<file path="config.mk">
export PLATFORM = sky130hd
export DESIGN_NAME = fifo_wr_arbiter
export DESIGN_NICKNAME = d
export VERILOG_FILES = /design/src/rtl/fifo_wr_arbiter.sv
export SDC_FILE = /design/constraint.sdc
export NUM_CORES = 1
export LEC_CHECK = 0
export BUFFER_PORTS_ARGS = -buffer_cell sky130_fd_sc_hd__buf_4
export CAP_MARGIN = 10
export CORE_ASPECT_RATIO = 1.4
export CORE_MARGIN = 2
export CORE_UTILIZATION = 41
export CTS_BUF_LIST = sky130_fd_sc_hd__clkbuf_8
export CTS_CLUSTER_DIAMETER = 120
export CTS_CLUSTER_SIZE = 30
export DETAILED_ROUTE_END_ITERATION = 8
export GPL_ROUTABILITY_DRIVEN = 0
export PLACE_DENSITY = 0.84
export SLEW_MARGIN = 15
export SYNTH_ARGS = -nofsm -noshare
export SYNTH_HDL_FRONTEND = slang
export SYNTH_SLANG_ARGS = --single-unit
</file>
<file path="constraint.sdc">
create_clock -name wr_clk -period 3.6 [get_ports wr_clk]
set_input_delay 0.54 -clock wr_clk [delete_from_list [all_inputs] [get_ports wr_clk]]
set_output_delay 0.54 -clock wr_clk [all_outputs]
set_load 0.02 [all_outputs]
</file>
<file path="src/rtl/fifo_wr_arbiter.sv">
// Round-robin burst arbiter sharing one async-FIFO write port among
// NUM_REQ write-domain requesters, throttled on full/almost_full.
module fifo_wr_arbiter #(
   parameter int NUM_REQ    = 4,
   parameter int DATA_WIDTH = 8,
   parameter int MAX_BURST  = 4
) (
   input  logic                          wr_clk,
   input  logic                          rst,
   input  logic [NUM_REQ-1:0]            req,
   input  logic [NUM_REQ*DATA_WIDTH-1:0] req_data,
   input  logic                          full,
   input  logic                          almost_full,
   output logic [NUM_REQ-1:0]            gnt,
   output logic                          wr_enb,
   output logic [DATA_WIDTH-1:0]         wr_data,
   output logic [$clog2(NUM_REQ)-1:0]    owner,
   output logic                          busy
);

   localparam int IW = $clog2(NUM_REQ);
   localparam int CW = $clog2(MAX_BURST) + 1;

   typedef enum logic {IDLE, BURST} state_t;

   state_t        state, state_nxt;
   logic [IW-1:0] rr_ptr, pick, owner_inc;
   logic [CW-1:0] burst_cnt;
   logic          ok, accept, exit_b;
   int            idx;

   // the almost_full term accounts for the registered write already in flight
   assign ok        = !full && !(almost_full && wr_enb);
   assign busy      = (state == BURST);
   assign owner_inc = (owner == IW'(NUM_REQ - 1)) ? '0 : owner + 1'b1;

   always_comb begin
      pick = rr_ptr;
      idx  = 0;
      for (int k = NUM_REQ - 1; k >= 0; k--) begin
         idx = int'(rr_ptr) + k;
         if (idx >= NUM_REQ) idx = idx - NUM_REQ;
         if (req[IW'(idx)]) pick = IW'(idx);
      end
   end

   always_comb begin
      state_nxt = state;
      accept    = 1'b0;
      exit_b    = 1'b0;
      gnt       = '0;
      unique case (state)
         IDLE: begin
            if (|req) state_nxt = BURST;
         end
         BURST: begin
            accept = req[owner] && ok;
            if (accept) gnt[owner] = 1'b1;
            exit_b = !req[owner] ||
                     (accept && burst_cnt == CW'(MAX_BURST - 1));
            if (exit_b) state_nxt = IDLE;
         end
         default: state_nxt = IDLE;
      endcase
   end

   always_ff @(posedge wr_clk or posedge rst) begin
      if (rst) state <= IDLE;
      else     state <= state_nxt;
   end

   always_ff @(posedge wr_clk or posedge rst) begin
      if (rst) begin
         rr_ptr    <= '0;
         owner     <= '0;
         burst_cnt <= '0;
         wr_enb    <= 1'b0;
         wr_data   <= '0;
      end else begin
         wr_enb <= accept;
         if (accept) begin
            wr_data   <= req_data[int'(owner)*DATA_WIDTH +: DATA_WIDTH];
            burst_cnt <= burst_cnt + 1'b1;
         end
         if (state == IDLE && |req) begin
            owner     <= pick;
            burst_cnt <= '0;
         end
         if (exit_b) rr_ptr <= owner_inc;
      end
   end

endmodule

</file>
==> flow_metrics.env, run 1 <==
export IMPL_synth_compound_area_share_pct=8.23
export IMPL_setup_violations=0
export IMPL_dieArea_sq_mm=0.00331
export IMPL_cts_setup_buffers=0
export IMPL_clkLatencyLatePin_ns=0.25
export IMPL_cts_root_buf="clkbuf_8"
export IMPL_tightest_slew_ns=0.634
export IMPL_post_route_util_pct=61.7
export IMPL_grt_use_total_pct=20.6
export IMPL_grt_max_degree=18
export IMPL_fin_crit_sh_pct=72.4
export IMPL_fillers=211
export IMPL_drive_above_1_share_pct=52.1
export IMPL_synth_area_sq_mm=0.00117
export IMPL_cpMostUsedCell="buf_4"
export IMPL_path_cells="buf_4, mux4_2, nand3_4, inv_4, and2_1, buf_4"
export IMPL_yosysTopAreaCellShare_pct=36.3
export IMPL_yosys_warnings=0
export IMPL_clkPwrFrac_pct=12.2
export IMPL_row_count=22
export IMPL_rsz0062_at_grt="no"
export IMPL_peakVddDrop_mv=0.425
export IMPL_drc=0
export IMPL_port_buffers=55
export IMPL_cts_resized=0
export IMPL_routedWlPerCell_um=15.2
export IMPL_regToRegEndpoint="burst_cnt[1]"
export IMPL_internal_power_uw=670
export IMPL_pwr_share_seq_pct=29.6
export IMPL_synth_ff_type="dfrtp_1"
export IMPL_crit_path_start_kind="flip-flop"
export IMPL_cts_sinks=17
export IMPL_numCtsBuffers=3
export IMPL_ys_seq_area_share_pct=36.3
export IMPL_p_sw_uw=508
export IMPL_max_slew_margin_rel_pct=57.7
export IMPL_fp_coreArea_sq_mm=0.00267
export IMPL_grt_remaining_overflow=0
export IMPL_netlist_top_cells_count="nand2_1, dfrtp_1, nand2_2"
export IMPL_cts_tree="built"
export IMPL_placed_cell_area_sq_mm=0.00160
export IMPL_die_h_um=67.2
export IMPL_worstPathBufferInverterCount=3
export IMPL_worst_ep_arrival_time_ns=2.07
export IMPL_period_minus_slack_ns=2.61
export IMPL_cts_buffer_depth=2
export IMPL_hold_viol_final=0
export IMPL_maxSlewViolCount=0
export IMPL_cp_depth=6
export IMPL_clk_pin_slew_ns=0.07
export IMPL_synthSimpleGateAreaFrac_pct=21.9
export IMPL_synth_top_family_by_area="simple AND/OR/NAND/NOR gates"
export IMPL_ys_ff_latch=17
export IMPL_crit_fanout=16
export IMPL_synthAdderAreaFrac_pct=6.41
export IMPL_grt_pass1_vias=1150
export IMPL_io_pins=56
export IMPL_fin_nets=214
export IMPL_syn_instance_count=110
export IMPL_crit_slowest_cell="mux4_2"
export IMPL_synthDistinctLibCells=27
export IMPL_synth_top_area_cell="dfrtp_1"
export IMPL_fin_ws_ns=0.995
export IMPL_r2r_slack_ns=1.88
export IMPL_hpwl_um=2470
export IMPL_cpPeakStageDelay_ns=0.58
export IMPL_n_antenna_cell=0
export IMPL_ff2ff_path_depth=6
export IMPL_start_util_pct=43.9
export IMPL_r2r_start="owner[1]"
export IMPL_fmax_mhz=384
export IMPL_ant_nets=0
export IMPL_synth_xor_area_share_pct=0
export IMPL_layout_area_overhead_vs_synth_pct=40.6
export IMPL_power_frac_comb_pct=58.3
export IMPL_netSwitchingFraction_pct=43.1
export IMPL_antenna_found_initial=0
export IMPL_fin_setup_tns_ns=0
export IMPL_netlist_top_cells_area="dfrtp_1, mux4_2, ha_1"
export IMPL_power_leakage_nw=0.826
export IMPL_worstPathRequired_ns=3.06
export IMPL_synth_edf_count=0
export IMPL_drt_total_wl_um=3080
export IMPL_synthArstFlopShare_pct=100
export IMPL_avgSynthCellArea_sq_um=10.6
export IMPL_routed_via_density=5.28
export IMPL_crit_type="flip-flop to output pin"
export IMPL_cp_top_family="multiplexers"
export IMPL_stdcell_area_sq_mm=0.00165
export IMPL_firstDrtPassIters=4
export IMPL_grt_pass1_wl_um=5180
export IMPL_end_kind="output pin"
export IMPL_finClkSkew_ns=0.000621
export IMPL_post_place_ws_ns=1.21
export IMPL_status="completed"
export IMPL_cap_violations=0
export IMPL_vias=1071
export IMPL_htreeDepth=1
export IMPL_synth_most_common_cell="nand2_1"
export IMPL_muxShareOfSynthArea_pct=20.9
export IMPL_hold_buffers=0
export IMPL_die_w_um=49.2
export IMPL_first_iter_violations=35
export IMPL_power_density_mw_per_mm2=716
export IMPL_syn_num_nets=156
export IMPL_min_path_type="input pin to async pin"
## power groups by stage
stage	Clock (mW)	Sequential, mW	Combinational, mW
5_1_grt	0.150	0.360	0.753
3_5_place_dp	0	0.351	0.690
3_3_place_gp	0	0.349	0.668
4_1_cts	0.144	0.349	0.694
6_report	0.143	0.349	0.687
2_1_floorplan	0	0.428	0.392
## layer usage
layer  track usage [%]  part of all wire [%]
met1              21.5                    37
met2              40.0                    56
met3              2.88                   3.9
met4              10.4                   3.7
met5                 0                     0
## cell families (layout without fill, tap and decap cells)
group	count (synthesis)	count (layout)
AO/OA/AOI/OAI	13	13
adder cells (fa/ha/maj)	6	6
buffers and inverters	11	68
flip-flops	17	17
multiplexers	13	13
AND/OR/NAND/NOR	50	50
## worst max path at each step
| stage | slack, ns | startpoint | to |
|---|---|---|---|
| 2_1_floorplan | 1.53 | owner[1] | gnt[0] |
| 3_3_place_gp | 1.24 | req[3] | gnt[2] |
| 3_5_place_dp | 1.21 | req[3] | gnt[2] |
| 4_1_cts | 0.99 | owner[1] | gnt[2] |
| 5_1_grt | 0.90 | owner[1] | gnt[1] |
| 6_report | 0.99 | owner[1] | gnt[1] |
## flip-flops by register name (all words and copies together), names as in the netlist
signal	flops
wr_data	8
burst_cnt	3
owner	2
rr_ptr	2
busy	1
wr_enb	1
## final cells by class
cell class / count / area (sq um) / share of cell area, %
clock buffers: 3 / 41.3 / 2.51
clock inverters: 1 / 5.00 / 0.304
inverters: 7 / 28.8 / 1.75
multi-input cells: 82 / 673 / 40.9
flip-flops and latches: 17 / 425 / 25.8
well taps: 36 / 45.0 / 2.74
repair buffers: 57 / 428 / 26.0
## cells in the final DEF (no fill, tap or decap), drive strengths merged
cell type and instances:
buf 57, nand2 30, dfrtp 17, mux4 9, nand3 9, inv 7
ha 6, o21ai 5, and2 4, a21oi 4, nor2 3, clkbuf 3
mux2i 2, mux2 2, nand2b 2, nor2b 2, a21o 1, o21a 1
o221ai 1, o32ai 1, clkinv 1
## stage by stage
step / hold WS [ns] / power, mW / instances
floorplan: 0.461 / 0.820 / 110
global placement: 0.471 / 1.02 / 199
detailed placement: 0.479 / 1.04 / 199
CTS: 0.389 / 1.19 / 203
global route: 0.424 / 1.26 / 203
finish: 0.371 / 1.18 / 203
Note: power is estimated with default switching activity, not from simulation.
==> run 2: changes to the inputs <==
==> constraint.sdc (replaced) <==
create_clock -name wr_clk -period 2.72 [get_ports wr_clk]
set_input_delay 0.408 -clock wr_clk [delete_from_list [all_inputs] [get_ports wr_clk]]
set_output_delay 0.408 -clock wr_clk [all_outputs]
set_load 0.02 [all_outputs]
==> flow_metrics.env, run 2 (same netlist as run 1, synthesis figures left out) <==
export IMPL_io_pins=56
export IMPL_cp_top_family="multiplexers"
export IMPL_drive_above_1_share_pct=51.5
export IMPL_cts_setup_buffers=0
export IMPL_row_count=22
export IMPL_routed_via_density=5.15
export IMPL_n_antenna_cell=0
export IMPL_mostFrequentLayoutCells="buf_4, nand2_1, dfrtp_1"
export IMPL_top_regs="wr_data x8, burst_cnt x3"
export IMPL_port_buffers=55
export IMPL_status="completed"
export IMPL_fillers=241
export IMPL_hold_buffers=0
export IMPL_routedWlPerCell_um=14.8
export IMPL_fin_nets=214
export IMPL_die_w_um=49.2
export IMPL_grt_max_degree=18
export IMPL_crit_slowest_cell="mux4_2"
export IMPL_maxSlewViolCount=0
export IMPL_largest_reg_flops=8
export IMPL_power_leakage_nw=0.827
export IMPL_hpwl_um=2520
export IMPL_htreeDepth=1
export IMPL_crit_fanout=14
export IMPL_post_route_util_pct=61.6
export IMPL_end_kind="output pin"
export IMPL_crit_path_start_kind="flip-flop"
export IMPL_grt_pass1_wl_um=5130
export IMPL_fmax_mhz=445
export IMPL_grt_pass1_vias=1075
export IMPL_worstPathBufferInverterCount=2
export IMPL_finClkSkew_ns=0.000499
export IMPL_numCtsBuffers=3
export IMPL_critPathLaunch="owner[1]"
export IMPL_crit_type="flip-flop to output pin"
export IMPL_grt_remaining_overflow=0
export IMPL_ant_nets=0
export IMPL_peakVddDrop_mv=0.788
export IMPL_drc=0
export IMPL_cpPeakStageDelay_ns=0.55
export IMPL_hold_viol_final=0
export IMPL_dieArea_sq_mm=0.00331
export IMPL_cts_root_buf="clkbuf_8"
export IMPL_worst_ep_arrival_time_ns=1.84
export IMPL_start_util_pct=43.9
export IMPL_firstDrtPassIters=4
export IMPL_first_iter_violations=19
export IMPL_cap_violations=0
export IMPL_grt_use_total_pct=20.3
export IMPL_path_cells="mux4_2, nand3_4, inv_4, and2_1, buf_4"
export IMPL_fin_crit_sh_pct=82.5
export IMPL_mostFrequentLayoutCell="buf_4"
export IMPL_layout_area_overhead_vs_synth_pct=40.5
export IMPL_min_path_type="input pin to async pin"
export IMPL_fp_coreArea_sq_mm=0.00267
export IMPL_clk_pin_slew_ns=0.06
export IMPL_antenna_found_initial=0
export IMPL_vias=1045
export IMPL_cts_sinks=17
export IMPL_clkLatencyLatePin_ns=0.25
export IMPL_regMostFlops="wr_data"
export IMPL_tightest_slew_ns=0.616
export IMPL_fin_setup_tns_ns=0
export IMPL_max_slew_margin_rel_pct=58.9
export IMPL_worstPathRequired_ns=2.31
export IMPL_period_minus_slack_ns=2.24
export IMPL_whs_ns=0.238
export IMPL_cts_tree="built"
export IMPL_die_h_um=67.2
export IMPL_power_density_mw_per_mm2=940
export IMPL_rsz0062_at_grt="no"
export IMPL_r2r_slack_ns=1.19
export IMPL_setup_violations=0
export IMPL_r2r_start="burst_cnt[0]"
export IMPL_drt_total_wl_um=3010
export IMPL_cts_buffer_depth=2
export IMPL_cts_resized=0
-- run 2: cell types whose count changed in the layout (fill, tap and decap cells not counted) --
cell,change
clkinv_2,-1
inv_1,+1
-- run 2: worst paths after layout --
kind / depth (start not counted) / endpoint
min: 2 / wr_data[4]
max reg2reg: 5 / rr_ptr[0]
max: 5 / gnt[1]
min reg2reg: 2 / wr_data[3]
max in group asynchronous: 2 / rr_ptr[0]
min in group wr_clk: 2 / wr_data[3]
-- run 2: final cells by class --
| type | count | area [sq um] | area share (%) |
|---|---|---|---|
| clock buffers | 3 | 41.3 | 2.51 |
| flip-flops and latches | 17 | 425 | 25.9 |
| well taps | 36 | 45.0 | 2.74 |
| inverters | 7 | 28.8 | 1.75 |
| repair buffers | 57 | 428 | 26.0 |
| clock inverters | 1 | 3.75 | 0.228 |
| multi-input cells | 82 | 673 | 40.9 |
-- run 2: where the power goes --
part	switching, mW	internal (mW)	total [mW]	leakage, nW
sequential	0.103	0.367	0.470	0.214
combinational	0.476	0.420	0.896	0.586
clock	0.0810	0.0999	0.181	0.0269
total	0.660	0.887	1.55	0.827
-- run 2: stage by stage --
stage	instance area [sq um]	cells	worst slack, ns	power [mW]
finish	1650	203	0.475	1.55
global route	1650	203	0.409	1.66
CTS	1650	203	0.477	1.56
detailed placement	1600	199	0.599	1.38
global placement	1600	199	0.632	1.35
floorplan	1170	110	0.780	1.09
-- run 2: layer usage --
layer	GRT usage (%)	vias to the layer above	share of wire, %	wire, um
met4	5.36	0	1.0	31
met5	0	-	0	0
met1	22.5	520	37	1110
met2	40.5	25	59	1770
li1	-	496	-	-
met3	2.43	4	3.4	102
==> run 3: changes to the inputs <==
==> constraint.sdc (replaced) <==
create_clock -name wr_clk -period 2.2 [get_ports wr_clk]
set_input_delay 0.33 -clock wr_clk [delete_from_list [all_inputs] [get_ports wr_clk]]
set_output_delay 0.33 -clock wr_clk [all_outputs]
set_load 0.02 [all_outputs]
==> flow_metrics.env, run 3 (same netlist as run 1, synthesis figures left out) <==
export IMPL_power_leakage_nw=0.839
export IMPL_regToRegEndpoint="rr_ptr[1]"
export IMPL_numCtsBuffers=3
export IMPL_cts_resized=0
export IMPL_cts_root_buf="clkbuf_8"
export IMPL_die_h_um=67.2
export IMPL_clkPwrFrac_pct=12.4
export IMPL_hpwl_um=2500
export IMPL_row_count=22
export IMPL_min_path_type="input pin to async pin"
export IMPL_fin_cells=207
export IMPL_top_regs="wr_data x8, burst_cnt x3"
export IMPL_max_slew_margin_rel_pct=57.4
export IMPL_grt_max_degree=18
export IMPL_grt_pass1_vias=1148
export IMPL_stdcell_area_sq_mm=0.00168
export IMPL_largest_reg_flops=8
export IMPL_netSwitchingFraction_pct=42.8
export IMPL_ant_nets=0
export IMPL_worstPathBufferInverterCount=2
export IMPL_drt_total_wl_um=3120
export IMPL_cpPeakStageDelay_ns=0.55
export IMPL_routedWlPerCell_um=15.1
export IMPL_ff2ff_path_depth=5
export IMPL_fp_coreArea_sq_mm=0.00267
export IMPL_clk_pin_slew_ns=0.07
export IMPL_worstPathRequired_ns=1.87
export IMPL_fin_setup_tns_ns=0
export IMPL_antenna_found_initial=0
export IMPL_start_util_pct=43.9
export IMPL_mostFrequentLayoutCell="buf_4"
export IMPL_crit_slowest_cell="mux4_2"
export IMPL_fillers=231
export IMPL_cts_sinks=17
export IMPL_internal_power_mw=1.12
export IMPL_maxSlewViolCount=0
export IMPL_n_antenna_cell=0
export IMPL_regMostFlops="wr_data"
export IMPL_r2r_start="owner[1]"
export IMPL_cts_buffer_depth=2
export IMPL_first_iter_violations=49
export IMPL_worst_ep_arrival_time_ns=1.78
export IMPL_period_minus_slack_ns=2.11
export IMPL_place_inst=199
export IMPL_fmax_mhz=473
export IMPL_cts_tree="built"
export IMPL_dieArea_sq_mm=0.00331
export IMPL_drive_above_1_share_pct=53.2
export IMPL_p_sw_uw=842
export IMPL_crit_fanout=14
export IMPL_power_frac_comb_pct=58.0
export IMPL_placed_cell_area_sq_mm=0.00160
export IMPL_power_density_mw_per_mm2=1170
export IMPL_whs_ns=0.157
export IMPL_crit_path_start_kind="flip-flop"
export IMPL_routed_via_density=5.15
export IMPL_cp_top_family="multiplexers"
export IMPL_htreeDepth=1
export IMPL_drc=0
export IMPL_mostFrequentLayoutCells="buf_4, nand2_1, dfrtp_1"
export IMPL_hold_viol_final=0
export IMPL_end_kind="output pin"
export IMPL_status="completed"
export IMPL_grt_remaining_overflow=0
export IMPL_vias=1067
export IMPL_setup_violations=0
export IMPL_post_place_ws_ns=0.226
export IMPL_grt_pass1_wl_um=5040
export IMPL_post_route_util_pct=62.9
export IMPL_cap_violations=0
export IMPL_clkLatencyLatePin_ns=0.26
export IMPL_io_pins=56
export IMPL_firstDrtPassIters=4
export IMPL_layout_area_overhead_vs_synth_pct=43.4
export IMPL_r2r_slack_ns=0.70
export IMPL_crit_type="flip-flop to output pin"
export IMPL_peakVddDrop_mv=0.955
export IMPL_finClkSkew_ns=0.00569
export IMPL_power_mw=1.97
export IMPL_fin_crit_sh_pct=96.0
export IMPL_tightest_slew_ns=0.638
export IMPL_critPathLaunch="owner[1]"
export IMPL_pwr_share_seq_pct=29.6
export IMPL_fin_nets=218
export IMPL_fin_ws_ns=0.0873
export IMPL_path_cells="mux4_2, nand3_4, inv_4, and2_1, buf_4"
export IMPL_grt_use_total_pct=20.0
export IMPL_port_buffers=55
export IMPL_rsz0062_at_grt="no"
export IMPL_die_w_um=49.2
## run 3: cell types whose count changed in the layout (fill, tap and decap cells not counted), sizes merged
cell | previous run | this run
buf | 57 | 61
clkinvlp | 0 | 1
inv | 8 | 7
## run 3: worst register-to-register path: cells and delay by family (launching register included)
family        cells  cell delay, ns
simple gates      2            0.23
flops             1            0.37
buf+inv           1            0.25
mux               2            0.55
## run 3: power by group through the flow
| stage | Sequential (mW) | Clock [mW] | Combinational, mW |
|---|---|---|---|
| floorplan | 0.701 | 0 | 0.641 |
| detailed placement | 0.587 | 0 | 1.11 |
| global route | 0.600 | 0.262 | 1.24 |
| global placement | 0.578 | 0 | 1.09 |
| CTS | 0.582 | 0.246 | 1.12 |
| finish | 0.581 | 0.244 | 1.14 |
## run 3: layer usage
metal	vias to the layer above	part of all wire [%]	global-route usage, %
met1	522	36	20.6
met3	6	3.8	3.76
met2	33	59	39.0
met4	0	1.3	8.93
met5	-	0	0
li1	506	-	-
## run 3: cell type report
cell class	instances	area (sq um)	area share, %
multi-input cells	82	673	40.1
repair buffers	61	458	27.3
flip-flops and latches	17	425	25.3
well taps	36	45.0	2.68
clock buffers	3	41.3	2.46
inverters	7	28.8	1.71
clock inverters	1	7.51	0.447
## run 3: what timing repair did
item,4_1_cts,5_1_grt
endpoints found under the setup margin,0,4
hold endpoints to repair,0,0
setup buffers,0,4
hold buffers,0,0
## run 3: worst max-delay path by stage
stage               slack [ns]  endpoint  cells past startpoint
CTS                       0.02    gnt[3]                      5
floorplan                 0.34    gnt[0]                      4
finish                    0.09    gnt[3]                      5
global route              0.03    gnt[3]                      5
detailed placement        0.23    gnt[3]                      6
global placement          0.26    gnt[3]                      6
